File: src/rtl/usb_pattern_tester.sv
// usb_pattern_tester: drives a counter/LFSR word pattern into a transmit FIFO
// and checks the looped-back words popped from a receive FIFO.
// Optional build macro: PATTERN_TIMEOUT_EN adds an idle-receive timeout that
// ends a burst early and raises the timeout output.
module usb_pattern_tester #(
    parameter logic [31:0] SEED           = 32'h0000_0001,
    parameter logic [23:0] TIMEOUT_CYCLES = 24'd1_000_000
) (
    input  logic        clk,
    input  logic        rst,
    input  logic        start,
    input  logic        mode,
    input  logic [15:0] burst_len,
    input  logic        tx_ready,
    output logic        tx_write,
    output logic [31:0] tx_data,
    input  logic        rx_valid,
    input  logic [31:0] rx_data,
    output logic        rx_read,
    output logic        busy,
    output logic        done,
    output logic [15:0] err_count,
    output logic        err_flag,
    output logic        timeout
);

    localparam int unsigned DW = 32;
    localparam int unsigned CW = 16;

    localparam logic [1:0] IDLE = 2'd0;
    localparam logic [1:0] RUN  = 2'd1;
    localparam logic [1:0] DONE = 2'd2;

    // Right-shifting Galois taps for x^32 + x^22 + x^2 + x + 1
    localparam logic [DW-1:0] LFSR_TAPS = 32'h8020_0003;
    // An all-zero LFSR would lock up, so a zero seed starts at 1 in LFSR mode
    localparam logic [DW-1:0] SEED_LFSR = (SEED == 32'd0) ? 32'd1 : SEED;

    // One generator step for either pattern
    function automatic logic [DW-1:0] gen_next(input logic m, input logic [DW-1:0] w);
        if (m) begin
            return w[0] ? ((w >> 1) ^ LFSR_TAPS) : (w >> 1);
        end
        return w + 32'd1;
    endfunction

    logic [1:0]    state_q,   state_d;
    logic [CW-1:0] len_q,     len_d;
    logic          mode_q,    mode_d;
    logic [CW-1:0] tx_cnt_q,  tx_cnt_d;
    logic [CW-1:0] rx_cnt_q,  rx_cnt_d;
    logic [DW-1:0] tx_gen_q,  tx_gen_d;
    logic [DW-1:0] rx_gen_q,  rx_gen_d;
    logic [CW-1:0] err_cnt_q, err_cnt_d;
    logic          err_flg_q, err_flg_d;
`ifdef PATTERN_TIMEOUT_EN
    logic [23:0]   to_cnt_q,  to_cnt_d;
    logic          to_flg_q,  to_flg_d;
`endif

    // FIFO handshakes are combinational so one word can move per cycle
    assign tx_write  = (state_q == RUN) && tx_ready && (tx_cnt_q < len_q);
    assign rx_read   = (state_q == RUN) && rx_valid && (rx_cnt_q < len_q);
    assign tx_data   = tx_gen_q;
    assign busy      = (state_q == RUN);
    assign done      = (state_q == DONE);
    assign err_count = err_cnt_q;
    assign err_flag  = err_flg_q;
`ifdef PATTERN_TIMEOUT_EN
    assign timeout   = to_flg_q;
`else
    assign timeout   = 1'b0;
    // Limit only matters when the timeout counter is built
    logic unused_timeout_cfg;
    assign unused_timeout_cfg = ^TIMEOUT_CYCLES;
`endif

    // Next-state, counter and generator update logic
    always_comb begin
        state_d   = state_q;
        len_d     = len_q;
        mode_d    = mode_q;
        tx_cnt_d  = tx_cnt_q;
        rx_cnt_d  = rx_cnt_q;
        tx_gen_d  = tx_gen_q;
        rx_gen_d  = rx_gen_q;
        err_cnt_d = err_cnt_q;
        err_flg_d = err_flg_q;
`ifdef PATTERN_TIMEOUT_EN
        to_cnt_d  = to_cnt_q;
        to_flg_d  = to_flg_q;
`endif
        case (state_q)
            IDLE: begin
                if (start) begin
                    len_d     = burst_len;
                    mode_d    = mode;
                    tx_gen_d  = mode ? SEED_LFSR : SEED;
                    rx_gen_d  = mode ? SEED_LFSR : SEED;
                    tx_cnt_d  = '0;
                    rx_cnt_d  = '0;
                    err_cnt_d = '0;
                    err_flg_d = 1'b0;
`ifdef PATTERN_TIMEOUT_EN
                    to_cnt_d  = '0;
                    to_flg_d  = 1'b0;
`endif
                    state_d   = (burst_len != 16'd0) ? RUN : DONE;
                end
            end
            RUN: begin
                if (tx_write) begin
                    tx_cnt_d = tx_cnt_q + 16'd1;
                    tx_gen_d = gen_next(mode_q, tx_gen_q);
                end
                if (rx_read) begin
                    rx_cnt_d = rx_cnt_q + 16'd1;
                    rx_gen_d = gen_next(mode_q, rx_gen_q);
                    if (rx_data != rx_gen_q) begin
                        err_flg_d = 1'b1;
                        if (err_cnt_q != 16'hFFFF) begin
                            err_cnt_d = err_cnt_q + 16'd1;
                        end
                    end
                end
`ifdef PATTERN_TIMEOUT_EN
                to_cnt_d = rx_read ? 24'd0 : (to_cnt_q + 24'd1);
                if (to_cnt_d == TIMEOUT_CYCLES) begin
                    to_flg_d = 1'b1;
                    state_d  = DONE;
                end
`endif
                if ((tx_cnt_d == len_q) && (rx_cnt_d == len_q)) begin
                    state_d = DONE;
                end
            end
            DONE: begin
                state_d = IDLE;
            end
            default: begin
                state_d = IDLE;
            end
        endcase
    end

    // State and datapath registers
    always_ff @(posedge clk or negedge rst) begin
        if (!rst) begin
            state_q   <= IDLE;
            len_q     <= '0;
            mode_q    <= 1'b0;
            tx_cnt_q  <= '0;
            rx_cnt_q  <= '0;
            tx_gen_q  <= SEED;
            rx_gen_q  <= SEED;
            err_cnt_q <= '0;
            err_flg_q <= 1'b0;
`ifdef PATTERN_TIMEOUT_EN
            to_cnt_q  <= '0;
            to_flg_q  <= 1'b0;
`endif
        end else begin
            state_q   <= state_d;
            len_q     <= len_d;
            mode_q    <= mode_d;
            tx_cnt_q  <= tx_cnt_d;
            rx_cnt_q  <= rx_cnt_d;
            tx_gen_q  <= tx_gen_d;
            rx_gen_q  <= rx_gen_d;
            err_cnt_q <= err_cnt_d;
            err_flg_q <= err_flg_d;
`ifdef PATTERN_TIMEOUT_EN
            to_cnt_q  <= to_cnt_d;
            to_flg_q  <= to_flg_d;
`endif
        end
    end

endmodule

File: config.mk
export PLATFORM = sky130hd
export DESIGN_NAME = usb_pattern_tester
export DESIGN_NICKNAME = d
export VERILOG_FILES = /design/src/rtl/usb_pattern_tester.sv
export SDC_FILE = /design/constraint.sdc
export NUM_CORES = 1
export LEC_CHECK = 0
export CORE_MARGIN = 8
export CORE_UTILIZATION = 50
export CTS_BUF_LIST = sky130_fd_sc_hd__clkbuf_4
export DETAILED_ROUTE_END_ITERATION = 6
export PLACE_DENSITY_LB_ADDON = 0.2
export SLEW_MARGIN = 20
export SYNTH_ARGS = -nofsm -noshare
export SYNTH_HDL_FRONTEND = slang
export SYNTH_SLANG_ARGS = --single-unit
File: constraint.sdc
create_clock -name clk -period 5.99 [get_ports clk]
set_input_delay 1.797 -clock clk [delete_from_list [all_inputs] [get_ports clk]]
set_output_delay 1.797 -clock clk [all_outputs]
set_load 0.005 [all_outputs]
==> run_results.csv <==
group,metric,value,unit
status,status,"complete, no violations",
timing,finClkSkew,0.0172,ns
clock_tree,cts_buffer_depth,2,
place,hpwl,18.8,mm
timing,tightest_slew,1.05,ns
timing,max_freq,0.185,GHz
drt,wire_per_inst,18.2,um
logic_synthesis,synth_flop_cell,"dfrtp_1",
grt,grt_pass1_wl,43.7,mm
logic_synthesis,syn_avg_cell_area,8.21,um2
floorplanning,die_h,153,um
drt,via_per_inst,6.04,
floorplanning,start_util,50.5,%
clock_tree,post_cts_buffers,0,
drt,antenna_left,0,
timing,fin_tns_setup,0,ns
min_path,hp-start,"err_count[14]$_DFFE_PN0P_",
logic_synthesis,synthSimpleGateAreaFrac,23.2,%
setup_path,rrSetupSlack,1.95,ns
place,pre_cts_slack,0.583,ns
power,leakagePower,4.47,nW
setup_path,cp_max_fo,3,
drt,initialDrtViolationCount,700,
power,ir_drop,0.102,mV
setup_path,cp-end-kind,"output port",
finish,antennaDiodeCount,0,
logic_synthesis,synthMuxAreaShare,2.59,%
floorplanning,die_area,0.0234,mm2
timing,slew_headroom,29.7,%
logic_synthesis,synth_seq_cells,132,
min_path,hp-class,"flop to flop",
finish,layout_commonest_cell,"o21ai_0",
clock_tree,cts_buffers,17,
clock_tree,ctsResizeCount,0,
drt,first_pass_iters,6,
setup_path,reg2reg_to,"state_q[0]$_DFFE_PN0P_",
finish,fin_area,0.0109,mm2
finish,drive_above_1_share,6.77,%
floorplanning,die_w,153,um
timing,rsz0062_at_grt,"false",
grt,overflow,0,
min_path,min_to,"err_count[14]$_DFFE_PN0P_",
finish,mostFrequentLayoutCells,"o21ai_0, dfrtp_1, nor2_1",
logic_synthesis,synth_warnings,0,
logic_synthesis,synth_top_family_by_area,"simple AND/OR/NAND/NOR gates",
drt,vias,8817,
logic_synthesis,synth_top_cell_area_share,34.7,%
place,placed_area,0.0106,mm2
logic_synthesis,synth_async_sr_flop_share,100,%
setup_path,criticalPathCategory,"input pin to output port",
setup_path,crit_required,4.19,ns
logic_synthesis,synth_compound_area_share,19.9,%
clock_tree,insertion_delay,0.56,ns
setup_path,worst-r2r-cell-count,13,
logic_synthesis,synth.distinct_cells,71,
logic_synthesis,synth-xor-area-share,10.2,%
clock_tree,cts_sinks,132,
setup_path,cp-start-kind,"input pin",
timing,period_needed,5.39,ns
flow_run,drv_cap,0,
grt,grt_usage,22.7,%
timing,drv_slew,0,
grt,antenna_found_initial,0,
logic_synthesis,syn_area,0.00938,mm2
clock_tree,cts_tree,"done",
timing,fin_crit_sh,90.1,%
logic_synthesis,synth-seq-area-share,35.3,%
min_path,holdPathStages,1,
drt,drcViolationCount,0,
clock_tree,root_buffer,"clkbuf_4",
power,totalPowerFinal,2.75,mW
logic_synthesis,synth_edf_count,0,
grt,grt_max_degree,95,
timing,setup_ws,0.596,ns
drt,routed_wirelength,26.6,mm
clock_tree,hold_buffers,0,
setup_path,crit_arrival,3.60,ns
finish,nNetsFinal,1303,
place,place_congestion,0.907,
logic_synthesis,synth_fa_ha_area_share,4.67,%
timing,setup_violations,0,
logic_synthesis,yosys-top-cells-area,"dfrtp_1, o21ai_0, xor2_1",
floorplanning,num_io_pins,108,
logic_synthesis,syn-num-nets,1231,
timing,hold_violations,0,
finish,area_delta_synth_final,16.0,%
grt,grt_pass1_vias,8434,
floorplanning,coreArea,0.0186,mm2
power,p_per_area,253,mW/mm2
setup_path,reg2reg_from,"len_q[15]$_DFFE_PN0P_",
logic_synthesis,synth_area_leader_cell,"dfrtp_1",
logic_synthesis,syn_inst,1142,
clock_tree,h-tree-depth,4,
place,numPortBuffers,106,
floorplanning,fp-row-count,50,
clock_tree,clkTransAtPathRegs,0.12,ns
worst max-delay path by stage:
stage,startpoint,to,slack [ns],cells past startpoint
after floorplan,tx_ready,tx_write,1.22,6
final,rx_valid,rx_read,0.60,5
after global routing,tx_ready,tx_write,0.48,6
after global placement,rx_valid,rx_read,0.62,5
after detailed placement,rx_valid,rx_read,0.58,5
after CTS,rx_valid,rx_read,0.58,5
report_power, final:
group          internal, mW  switching, mW  leakage (nW)
Clock                 0.352          0.344         0.170
Sequential             1.05          0.286          1.64
Combinational         0.404          0.317          2.65
cell type report:
type	instances	area, um2
fill	1726	7700
multi-input combinational	915	5690
clock buffer	22	165
clock inverter	9	154
inverter	30	113
sequential	132	3310
tap	234	293
timing repair buffer	118	1150
stage by stage:
stage          hold slack (ns)  instances  utilization (%)
5_1_grt                  0.564       1460             58.5
3_3_place_gp             0.530       1429             56.8
3_5_place_dp             0.542       1429             56.8
4_1_cts                  0.551       1460             58.5
2_1_floorplan            0.494       1142                -
6_report                 0.554       1460             58.5
worst max-delay path: stages:
cell,delay [ns]
clkdlybuf4s50_1,0.50
nand3b_1,0.13
or4_1,0.58
inv_2,0.09
clkdlybuf4s50_1,0.50
cells in the mapped netlist (all sizes together), types with 19 or more instances:
master  number
nor2       114
and3        29
nor4        25
clkbuf      53
a22oi       19
o21ai      157
inv         30
nand4       34
nand3       39
ha          35
nand2      112
xnor2       46
xor2        63
a21oi       78
dfrtp      130
nor3        23
routing by layer:
| layer | track usage (%) | share of wire, % | vias up |
|---|---|---|---|
| met4 | 7.59 | 2.4 | 0 |
| met5 | 0 | 0 | - |
| met3 | 4.68 | 6.4 | 44 |
| li1 | - | - | 4241 |
| met1 | 29.9 | 45 | 4231 |
| met2 | 36.5 | 46 | 301 |
flip-flops by register name, indices dropped and copies added, names as in the netlist:
name / flops
tx_data: 32
err_flag: 1
len_q: 16
state_q: 2
rx_cnt_q: 16
rx_gen_q: 32
tx_cnt_q: 16
err_count: 16
mode_q: 1
cell families after synthesis:
logic type | after synthesis
muxes | 23
adders and majority gates | 35
DFF | 132
AOI/OAI and AO/OA | 316
xor gates and xnor gates | 109
and+or+nand+nor | 431
other | 1
buffers and inverters | 95
Note: power is estimated with default switching activity, not from simulation.
